**src/rtl/rf_write_arbiter.sv**
```systemverilog
// Register-file write-port owner.
// After reset (or a clear_req pulse) it zeroes registers 1..2**ADDR_WIDTH-1,
// then arbitrates two writeback requesters onto the single write port
// round-robin. The INIT/RUN state is visible on init_done (high in RUN).
//
// Handshake: a requester raises valid together with addr/data and holds all
// three stable until it observes ready. The write is accepted in any cycle
// where valid && ready. ready is combinational from valid, the last grant and
// clear_req. At most one ready is high per cycle. ready never waits on the
// register file, so one write per cycle is sustained.
module rf_write_arbiter #(
  parameter int DATA_WIDTH = 32,
  parameter int ADDR_WIDTH = 5
) (
  input  logic                  clk,
  input  logic                  rst,
  input  logic                  clear_req,
  input  logic                  req0_valid,
  input  logic [ADDR_WIDTH-1:0] req0_addr,
  input  logic [DATA_WIDTH-1:0] req0_data,
  output logic                  req0_ready,
  input  logic                  req1_valid,
  input  logic [ADDR_WIDTH-1:0] req1_addr,
  input  logic [DATA_WIDTH-1:0] req1_data,
  output logic                  req1_ready,
  output logic                  rf_wen,
  output logic [ADDR_WIDTH-1:0] rf_waddr,
  output logic [DATA_WIDTH-1:0] rf_wdata,
  output logic                  init_done
);

  typedef enum logic {
    ST_INIT = 1'b0,
    ST_RUN  = 1'b1
  } state_e;

  localparam logic [ADDR_WIDTH-1:0] ADDR_MAX = '1;
  localparam logic [ADDR_WIDTH-1:0] ADDR_ONE = ADDR_WIDTH'(1);

  state_e                  state_q, state_d;
  logic [ADDR_WIDTH-1:0]   clr_addr_q, clr_addr_d;
  logic                    last_grant_q, last_grant_d;
  logic                    rf_wen_q, rf_wen_d;
  logic [ADDR_WIDTH-1:0]   rf_waddr_q, rf_waddr_d;
  logic [DATA_WIDTH-1:0]   rf_wdata_q, rf_wdata_d;

  logic                    clr_last;
  logic                    accept;
  logic                    grant_idx;
  logic [ADDR_WIDTH-1:0]   grant_addr;
  logic [DATA_WIDTH-1:0]   grant_data;

  // The clear sequence ends on the edge that issues the all-ones address.
  assign clr_last = (clr_addr_q == ADDR_MAX);

  // State register; reset restarts the clear sequence immediately.
  always_ff @(posedge clk or negedge rst) begin
    if (!rst) state_q <= ST_INIT;
    else      state_q <= state_d;
  end

  // Next state: leave INIT after the last clear write, re-enter on clear_req.
  always_comb begin
    state_d = state_q;
    case (state_q)
      ST_INIT: if (clr_last)  state_d = ST_RUN;
      ST_RUN:  if (clear_req) state_d = ST_INIT;
      default: state_d = ST_INIT;
    endcase
  end

  // Ready generation: lone requester wins; on contention the one that did
  // not win last time wins. Nothing is granted in INIT or on a clear_req cycle.
  always_comb begin
    req0_ready = 1'b0;
    req1_ready = 1'b0;
    if (state_q == ST_RUN && !clear_req) begin
      if (req0_valid && req1_valid) begin
        req0_ready = last_grant_q;
        req1_ready = !last_grant_q;
      end else begin
        req0_ready = req0_valid;
        req1_ready = req1_valid;
      end
    end
  end

  assign accept     = req0_ready | req1_ready;
  assign grant_idx  = req1_ready;
  assign grant_addr = req1_ready ? req1_addr : req0_addr;
  assign grant_data = req1_ready ? req1_data : req0_data;

  // Write-port datapath: clear writes in INIT, granted writes in RUN.
  // Address 0 completes its handshake but never reaches the register file.
  always_comb begin
    clr_addr_d   = clr_addr_q;
    last_grant_d = last_grant_q;
    rf_wen_d     = 1'b0;
    rf_waddr_d   = rf_waddr_q;
    rf_wdata_d   = rf_wdata_q;
    if (state_q == ST_INIT) begin
      rf_wen_d   = 1'b1;
      rf_waddr_d = clr_addr_q;
      rf_wdata_d = '0;
      clr_addr_d = clr_last ? ADDR_ONE : clr_addr_q + ADDR_ONE;
    end else if (accept) begin
      last_grant_d = grant_idx;
      rf_wen_d     = (grant_addr != '0);
      rf_waddr_d   = grant_addr;
      rf_wdata_d   = grant_data;
    end
  end

  // Datapath registers; last_grant resets to 1 so req0 wins the first tie.
  always_ff @(posedge clk or negedge rst) begin
    if (!rst) begin
      clr_addr_q   <= ADDR_ONE;
      last_grant_q <= 1'b1;
      rf_wen_q     <= 1'b0;
      rf_waddr_q   <= '0;
      rf_wdata_q   <= '0;
    end else begin
      clr_addr_q   <= clr_addr_d;
      last_grant_q <= last_grant_d;
      rf_wen_q     <= rf_wen_d;
      rf_waddr_q   <= rf_waddr_d;
      rf_wdata_q   <= rf_wdata_d;
    end
  end

  assign rf_wen    = rf_wen_q;
  assign rf_waddr  = rf_waddr_q;
  assign rf_wdata  = rf_wdata_q;
  assign init_done = (state_q == ST_RUN);

endmodule

```
**config.mk**
```make
export PLATFORM = sky130hd
export DESIGN_NAME = rf_write_arbiter
export DESIGN_NICKNAME = d
export VERILOG_FILES = /design/src/rtl/rf_write_arbiter.sv
export SDC_FILE = /design/constraint.sdc
export NUM_CORES = 1
export LEC_CHECK = 0
export ABC_AREA = 1
export CAP_MARGIN = 20
export CORE_MARGIN = 5
export CORE_UTILIZATION = 36
export DETAILED_ROUTE_END_ITERATION = 7
export PLACE_DENSITY_LB_ADDON = 0.15
export SLEW_MARGIN = 20
export SYNTH_ARGS = -nofsm -noshare
export SYNTH_HDL_FRONTEND = slang
export SYNTH_SLANG_ARGS = --single-unit
```
**constraint.sdc**
```tcl
create_clock -name clk -period 1.3 [get_ports clk]
set_input_delay 0.195 -clock clk [delete_from_list [all_inputs] [get_ports clk]]
set_output_delay 0.195 -clock clk [all_outputs]
set_load 0.02 [all_outputs]
```
==> qor.yml, run 1 <==
power:
  power.static_leakage_nw: 2.16
  vdd_drop_max_uv: 722
  cellPowerDensity_nw_per_um2: 1220
  design_power_total_mw: 5.87
detailed_routing:
  detailroute.via_count: 2526
  wirelength_mm: 8.99
  remaining_drc_errors: 0
  detail_route.vias_per_cell: 5.05
  drtIter0Drc: 66
  post_drt_wl_per_cell_um: 18.0
  detailedRoute.firstPassIterationCount: 4
  antenna_nets_post_route: 0
finish:
  num-fill-cells: 432
  antenna-diode-count: 0
  postLayoutCellArea_um2: 4830
  drive_gt1_frac: 0.456
  area_delta_synth_final_pct: 108
  nNetsFinal: 503
synth:
  postSynthNetCount: 345
  synth-edff-count: 0
  synthDominantAreaCellType: "dfrtp_1"
  yosysMostFrequentCell: "nand2_1"
  synthDistinctLibCells: 32
  ys_dominant_reg_cell: "dfrtp_1"
  synthesis.area_um2: 2320
  synth_seq_cells: 45
  post_synth_most_frequent_cells: "nand2_1, dfrtp_1, nor2_1, o21ai_1, o21ai_2"
  synth_warnings: 0
  yosysSeqAreaShare: 0.486
  yosys.area.top_type_share: 0.464
  post_synth_main_area_contributors: "dfrtp_1, nand2_1, o21ai_1"
  postSynthCellCount: 264
  async_reset_ff_frac: 1.00
  synth.avg_cell_area_um2: 8.79
clock_tree:
  clkSinkCount: 45
  htree_levels: 2
  worst_skew_pair.late_latency_ps: 290
  root_buffer: "clkbuf_8"
  cts_tree: "built"
  clock_tree.buffer_depth: 2
  worst_setup_hold_path_clk_slew_ps: 90
  cts_inserted_buffers: 5
worst_setup_path:
  cp_slowest_cell: "dfstp_2"
  delay_heaviest_family_cp: "flip-flops"
  critical_path.cell_chain: "inv_2 -> a211oi_4 -> buf_6"
  crit_buf_inv: 2
  worst_setup_path_end_kind: "primary output"
  worst_path_largest_cell_delay_ps: 570
  crit_required_ps: 1110
  path_class: "reg -> out"
  critPathArrivalTime_ps: 1260
  setup.worst_path.start_class: "flop"
  timing.critical_path.fanout_max: 2
placement:
  place.port_buffers: 119
  hpwl_mm: 5.17
  routability_cong: 0.801
  placement.cell_area_um2: 3710
  dpl_worst_slack_ps: -591
sta:
  min_period_ps: 1460
  final_min_period_over_clock_period: 1.12
  rsz0062_at_grt: "true"
  worstMarginPinSlew_ps: 271
  final_hold_violation_count: 0
  finClkSkew_ps: 5.79
  setup_slack_ps: -157
  drv_slew: 0
  worst_rel_slew_slack: 0.820
  timing.fmax_ghz: 0.686
  finalHoldWorstSlack_ps: 403
  setup_viol: 45
floorplan:
  die-area_um2: 8150
  floorplan.initialDensity: 0.368
  row_count: 29
  die_y_um: 90.3
  design.core.area_um2: 6310
  number_of_top_level_pins: 120
  die_width_um: 90.3
global_routing:
  antenna_violations_before_repair: 0
  gr-total-overflow: 0
  grt_start_max_net_pins: 46
  grt_pass1_wl_mm: 13.8
  globalRouteTotalUtil: 0.208
  grt_pass1_vias: 2638
hold_path:
  worst_min_delay_path_category: "in -> async"
outcome:
  violations: "negative setup slack"
  run_status: "finished with violations"
run:
  drv.max_cap_violation_count: 0
metal layers:
| layer | track usage | wire length (um) |
|---|---|---|
| met5 | 0 | 0 |
| met2 | 0.373 | 4880 |
| met3 | 0.0592 | 501 |
| met4 | 0.0447 | 101 |
| met1 | 0.246 | 3510 |
cells by family after synthesis:
group	synth area share
AOI/OAI and AO/OA	0.206
adders and majority gates	0.0108
buffers and inverters	0.0906
DFF	0.486
and+or+nand+nor	0.206
cell usage in the layout (no fill, tap or decap), types with 7 or more instances in the layout:
cell type,n
dfrtp_1,42
buf_16,8
nand2_4,11
buf_6,13
nor2_4,12
nor2_1,8
nand2_2,19
o21ai_1,12
buf_12,11
dlygate4sd2_1,39
o21ai_4,17
clkdlybuf4s50_1,75
inv_1,8
clkbuf_8,7
o21ai_2,38
nor2_2,17
nand2_1,29
buf_4,13
power by group:
part,internal [mW],total (mW),switching (mW)
clock network,0.481,0.951,0.470
registers,1.70,1.90,0.205
logic,1.50,3.02,1.52
total,3.68,5.87,2.19
per-stage QoR:
stage,utilization,std cells,setup TNS [ps]
5_1_grt,0.765,500,-6830
4_1_cts,0.715,497,-2500
3_5_place_dp,0.587,466,-17110
6_report,0.765,500,-4510
3_3_place_gp,0.587,466,-16500
2_1_floorplan,-,264,-637
area by class of cell:
| type | instances | area (um^2) | area share |
|---|---|---|---|
| multi-input combinational | 188 | 1540 | 0.319 |
| clock inverter | 1 | 5.00 | 0.00104 |
| timing repair buffer | 166 | 1880 | 0.390 |
| inverter | 16 | 80.1 | 0.0166 |
| tap | 77 | 96.3 | 0.0200 |
| clock buffer | 7 | 96.3 | 0.0200 |
| sequential | 45 | 1130 | 0.234 |
repair_timing:
action / 4_1_cts / 5_1_grt
pin swaps: 17 / 17
endpoints found under the hold margin: 43 / 0
setup buffers: 14 / 2
endpoints found under the setup margin: 85 / 48
cloned: 8 / 3
gates resized for setup: 178 / 66
hold buffers: 1 / 0
registers in the layout, indices dropped and copies added (netlist names):
name and count:
rf_wdata 32, last_grant_q 1, rf_wen 1, init_done 1, rf_waddr 5, clr_addr_q 5
worst paths after layout:
check,endpoint,start,depth (start not counted),slack (ps)
min reg2reg,rf_wdata[28]$_DFFE_PN0P_,rf_wdata[28]$_DFFE_PN0P_,2,480
min,rf_wdata[0]$_DFFE_PN0P_,rst,3,400
min in group clk,init_done$_DFF_PN0_,clear_req,4,440
max reg2reg,rf_wdata[7]$_DFFE_PN0P_,last_grant_q$_DFFE_PN1P_,7,-130
max in group asynchronous,clr_addr_q[0]$_DFFE_PN1N_,rst,3,620
max,req0_ready,last_grant_q$_DFFE_PN1P_,3,-160
worst min-delay path: stages:
cell and delay (ps):
dlygate4sd3_1 520, buf_2 120, buf_12 250
Note: power is estimated with default switching activity, not from simulation.
==> run 2, diff against run 1 <==
RECOVER_POWER = 25   (was not set)
==> qor.yml, run 2 (same netlist as run 1, synthesis figures left out) <==
floorplan:
  design.core.area_um2: 6310
  number_of_top_level_pins: 120
  die_y_um: 90.3
  floorplan.initialDensity: 0.368
  die_width_um: 90.3
  die-area_um2: 8150
  row_count: 29
sta:
  worst_rel_slew_slack: 0.586
  final_min_period_over_clock_period: 1.12
  timing.fmax_ghz: 0.686
  worstMarginPinSlew_ps: 620
  min_period_ps: 1460
  drv_slew: 0
  setup_slack_ps: -157
  rsz0062_at_grt: "true"
  final_hold_violation_count: 0
  finClkSkew_ps: 5.79
  setup_viol: 45
  setup_tns_after_final_layout_ps: -4510
global_routing:
  grt_start_max_net_pins: 46
  globalRouteTotalUtil: 0.208
  grt_pass1_vias: 2638
  gr-total-overflow: 0
  grt_pass1_wl_mm: 13.8
  antenna_violations_before_repair: 0
clock_tree:
  htree_levels: 2
  root_buffer: "clkbuf_8"
  clock_tree.buffer_depth: 2
  cts_inserted_buffers: 5
  worst_setup_hold_path_clk_slew_ps: 80
  worst_skew_pair.late_latency_ps: 290
  clkSinkCount: 45
  cts_tree: "built"
worst_setup_path:
  crit_required_ps: 1110
  setup.worst_path.start_class: "flop"
  worst_setup_path_end_kind: "primary output"
  cp-endpoint: "req0_ready"
  r2r-start: "last_grant_q$_DFFE_PN1P_"
  ff2ff_setup_slack_ps: -130
  depth_of_the_worst_register_to_register_path: 7
  timing.critical_path.fanout_max: 2
  reg2reg_to: "rf_wdata[7]$_DFFE_PN0P_"
  critPathArrivalTime_ps: 1260
  path_class: "reg -> out"
  critPathLaunch: "last_grant_q$_DFFE_PN1P_"
detailed_routing:
  remaining_drc_errors: 0
  antenna_nets_post_route: 0
  detailedRoute.firstPassIterationCount: 4
  detail_route.vias_per_cell: 5.05
  wirelength_mm: 8.98
  post_drt_wl_per_cell_um: 18.0
  drtIter0Drc: 66
  detailroute.via_count: 2527
finish:
  layout_common_cells: "clkdlybuf4s50_1, dfrtp_1, dlygate4sd2_1"
  finish.utilization: 0.763
  antenna-diode-count: 0
  regArea_um2: 1130
  commonest_non_fill_non_tap_cell_in_the_layout: "clkdlybuf4s50_1"
  num-fill-cells: 434
  area_delta_synth_final_pct: 107
  nNetsFinal: 503
  postLayoutCellArea_um2: 4810
  area_of_combinational_cells_with_multiple_inputs_um2: 1540
  drive_gt1_frac: 0.456
  max_ffs_per_register: 32
power:
  power.static_leakage_nw: 2.15
  vdd_drop_max_uv: 722
  cellPowerDensity_nw_per_um2: 1220
outcome:
  run_status: "finished with violations"
  violations: "negative setup slack"
run:
  drv.max_cap_violation_count: 0
hold_path:
  worst_min_delay_path_category: "in -> reg"
placement:
  place.port_buffers: 119
  hpwl_mm: 5.17
  placement.cell_area_um2: 3710
  routability_cong: 0.801
run 2: cell types whose count changed in the layout (fill, tap and decap cells not counted), sizes merged:
cell | before | now
buf | 48 | 47
clkbuf | 9 | 10
run 2: what timing repair did:
| action | CTS | global route |
|---|---|---|
| setup buffers | 14 | 2 |
| pin swaps | 17 | 17 |
| endpoints found under the hold margin | 43 | 0 |
| endpoints found under the setup margin | 85 | 48 |
| gates resized for setup | 178 | 66 |
| cloned | 8 | 3 |
| hold buffers | 1 | 0 |
run 2: layer usage:
| layer | wire (um) | GRT usage |
|---|---|---|
| met5 | 0 | 0 |
| met4 | 101 | 0.0447 |
| met2 | 4880 | 0.373 |
| met1 | 3500 | 0.246 |
| met3 | 501 | 0.0592 |
run 2: area by class of cell:
type                       count  area share
inverter                      16      0.0166
clock inverter                 1     0.00104
clock buffer                   7      0.0200
tap                           77      0.0200
sequential                    45       0.235
multi-input combinational    188       0.319
timing repair buffer         166       0.388
run 2: worst max-delay path, stage by stage (launching register included):
cell	delay, ps
dfstp_2	570
inv_2	60
a211oi_4	200
buf_6	140
run 2: per-stage QoR:
stage / std cells / power (mW) / worst slack [ps] / hold slack (ps)
after floorplan: 264 / 3.01 / -32.9 / -101
final: 500 / 5.87 / -157 / 436
after global routing: 500 / 6.19 / -202 / 445
after CTS: 497 / 5.62 / -169 / 403
after global placement: 466 / 4.03 / -584 / 200
after detailed placement: 466 / 4.05 / -591 / 196
run 2: worst min path at each step:
| stage | from | end | cells after the start |
|---|---|---|---|
| after global routing | clear_req | init_done$_DFF_PN0_ | 4 |
| final | clear_req | init_done$_DFF_PN0_ | 4 |
| after global placement | rst | rf_wdata[0]$_DFFE_PN0P_ | 2 |
| after floorplan | rst | clr_addr_q[1]$_DFFE_PN0N_ | 0 |
| after CTS | rst | rf_wdata[0]$_DFFE_PN0P_ | 3 |
| after detailed placement | rst | rf_wdata[0]$_DFFE_PN0P_ | 2 |
run 2: where the power goes:
part           internal [mW]  switching, mW  total (mW)
logic                   1.50           1.52        3.01
clock network          0.481          0.470       0.951
registers               1.70          0.205        1.90
total                   3.68           2.19        5.87
==> run 3, diff against run 2 <==
TNS_END_PERCENT = 1   (was not set)
==> qor.yml, run 3 (same netlist as run 1, synthesis figures left out) <==
outcome:
  run_status: "finished with violations"
  violations: "negative setup slack"
floorplan:
  die_y_um: 90.3
  floorplan.initialDensity: 0.368
  die-area_um2: 8150
  die_width_um: 90.3
  number_of_top_level_pins: 120
  row_count: 29
  design.core.area_um2: 6310
clock_tree:
  worst_skew_pair.late_latency_ps: 290
  worst_setup_hold_path_clk_slew_ps: 80
  htree_levels: 2
  clkSinkCount: 45
  cts_inserted_buffers: 5
  post_cts_buffers: 0
  cts_tree: "built"
  root_buffer: "clkbuf_8"
  clock_tree.buffer_depth: 2
global_routing:
  globalRouteTotalUtil: 0.180
  gr-total-overflow: 0
  globalRouteMet2Util: 0.297
  use_met1: 0.239
  antenna_violations_before_repair: 0
  grt_pass1_vias: 2341
  grt_pass1_wl_mm: 12.1
  grt_start_max_net_pins: 33
  global_route.peak_usage_layer: "met2"
  use_met3: 0.0500
sta:
  rsz0062_at_grt: "true"
  worst_rel_slew_slack: 0.730
  worstMarginPinSlew_ps: 405
  min_period_ps: 1480
  drv_slew: 0
  setup_tns_after_final_layout_ps: -6290
  final_hold_violation_count: 0
  timing.fmax_ghz: 0.674
  setup_slack_ps: -183
  setup_viol: 46
  final_min_period_over_clock_period: 1.14
  finClkSkew_ps: 4.35
  finalHoldWorstSlack_ps: 398
finish:
  nNetsFinal: 481
  regArea_um2: 1130
  drive_gt1_frac: 0.239
  postLayoutCellArea_um2: 3960
  area_of_combinational_cells_with_multiple_inputs_um2: 1120
  finish.utilization: 0.627
  layout_common_cells: "clkdlybuf4s50_1, nand2_1, dfrtp_1"
  commonest_non_fill_non_tap_cell_in_the_layout: "clkdlybuf4s50_1"
  area_delta_synth_final_pct: 70.5
  antenna-diode-count: 0
  num-fill-cells: 563
  max_ffs_per_register: 32
power:
  cellInternalPower_mw: 3.24
  power.static_leakage_nw: 1.85
  power.combinational.fraction: 0.447
  power_frac_seq: 0.368
  switchingPower_mw: 1.86
  p_sw_frac: 0.365
  vdd_drop_max_uv: 829
  power.clock.fraction: 0.185
  cellPowerDensity_nw_per_um2: 1290
worst_setup_path:
  setup.worst_path.start_class: "flop"
  timing.critical_path.fanout_max: 16
  path_class: "reg -> reg"
  critPathArrivalTime_ps: 1670
  worst_setup_path_end_kind: "flop"
  crit_required_ps: 1490
run:
  drv.max_cap_violation_count: 0
detailed_routing:
  drtIter0Drc: 90
  detail_route.vias_per_cell: 4.94
  antenna_nets_post_route: 0
  post_drt_wl_per_cell_um: 15.9
  wirelength_mm: 7.60
  detailedRoute.firstPassIterationCount: 4
  remaining_drc_errors: 0
  detailroute.via_count: 2362
hold_path:
  worst_min_delay_path_category: "in -> async"
placement:
  routability_cong: 0.830
  place.port_buffers: 119
  dpl_worst_slack_ps: -612
  hpwl_mm: 5.43
  placement.cell_area_um2: 3720
==> run 3: power groups by stage <==
stage               Clock, mW  Sequential [mW]  Combinational (mW)
floorplan                   0             2.08               0.914
global placement            0             1.88                2.16
detailed placement          0             1.89                2.20
CTS                     0.985             1.86                2.12
global route             1.06             1.92                2.49
finish                  0.945             1.88                2.28
==> run 3: path summary, 6_finish.rpt <==
kind	from	to	slack (ps)	cells after the start
max	last_grant_q$_DFFE_PN1P_	rf_wdata[27]$_DFFE_PN0P_	-180	8
min	rst	rf_wdata[7]$_DFFE_PN0P_	400	2
max reg2reg	last_grant_q$_DFFE_PN1P_	rf_wdata[27]$_DFFE_PN0P_	-180	8
min reg2reg	rf_wdata[24]$_DFFE_PN0P_	rf_wdata[24]$_DFFE_PN0P_	480	2
max in group asynchronous	rst	rf_wdata[25]$_DFFE_PN0P_	180	3
min in group clk	rf_wdata[24]$_DFFE_PN0P_	rf_wdata[24]$_DFFE_PN0P_	480	2
==> run 3: timing repair <==
item | CTS | global route
cloned | 0 | 2
gates resized for setup | 58 | 40
setup endpoints to repair | 85 | 47
endpoints found under the hold margin | 11 | 0
pin swaps | 0 | 8
hold buffers | 1 | 0
==> run 3: metrics by stage <==
stage | instances | power [mW]
floorplan | 264 | 2.99
global placement | 467 | 4.03
detailed placement | 467 | 4.08
CTS | 476 | 4.97
global route | 478 | 5.46
finish | 478 | 5.10
==> run 3: layout make-up <==
class | instances | area share
inverters | 16 | 0.0190
multi-input cells | 188 | 0.284
clock inverters | 1 | 0.00127
clock buffers | 7 | 0.0244
repair buffers | 144 | 0.362
well taps | 77 | 0.0244
flip-flops and latches | 45 | 0.286
==> run 3: layer usage <==
metal  vias to the layer above  wire length, um
li1                       1147                -
met1                      1127             3330
met2                        81             3770
met3                         7              444
met4                         0               55
met5                         -                0
==> run 3: critical path: stages (launching register included) <==
cell and delay [ps]:
dfstp_2 540, buf_4 100, nand2_2 70, nand4_4 80, inv_2 40, buf_4 160
buf_12 160, o21ai_1 150, o21ai_2 60
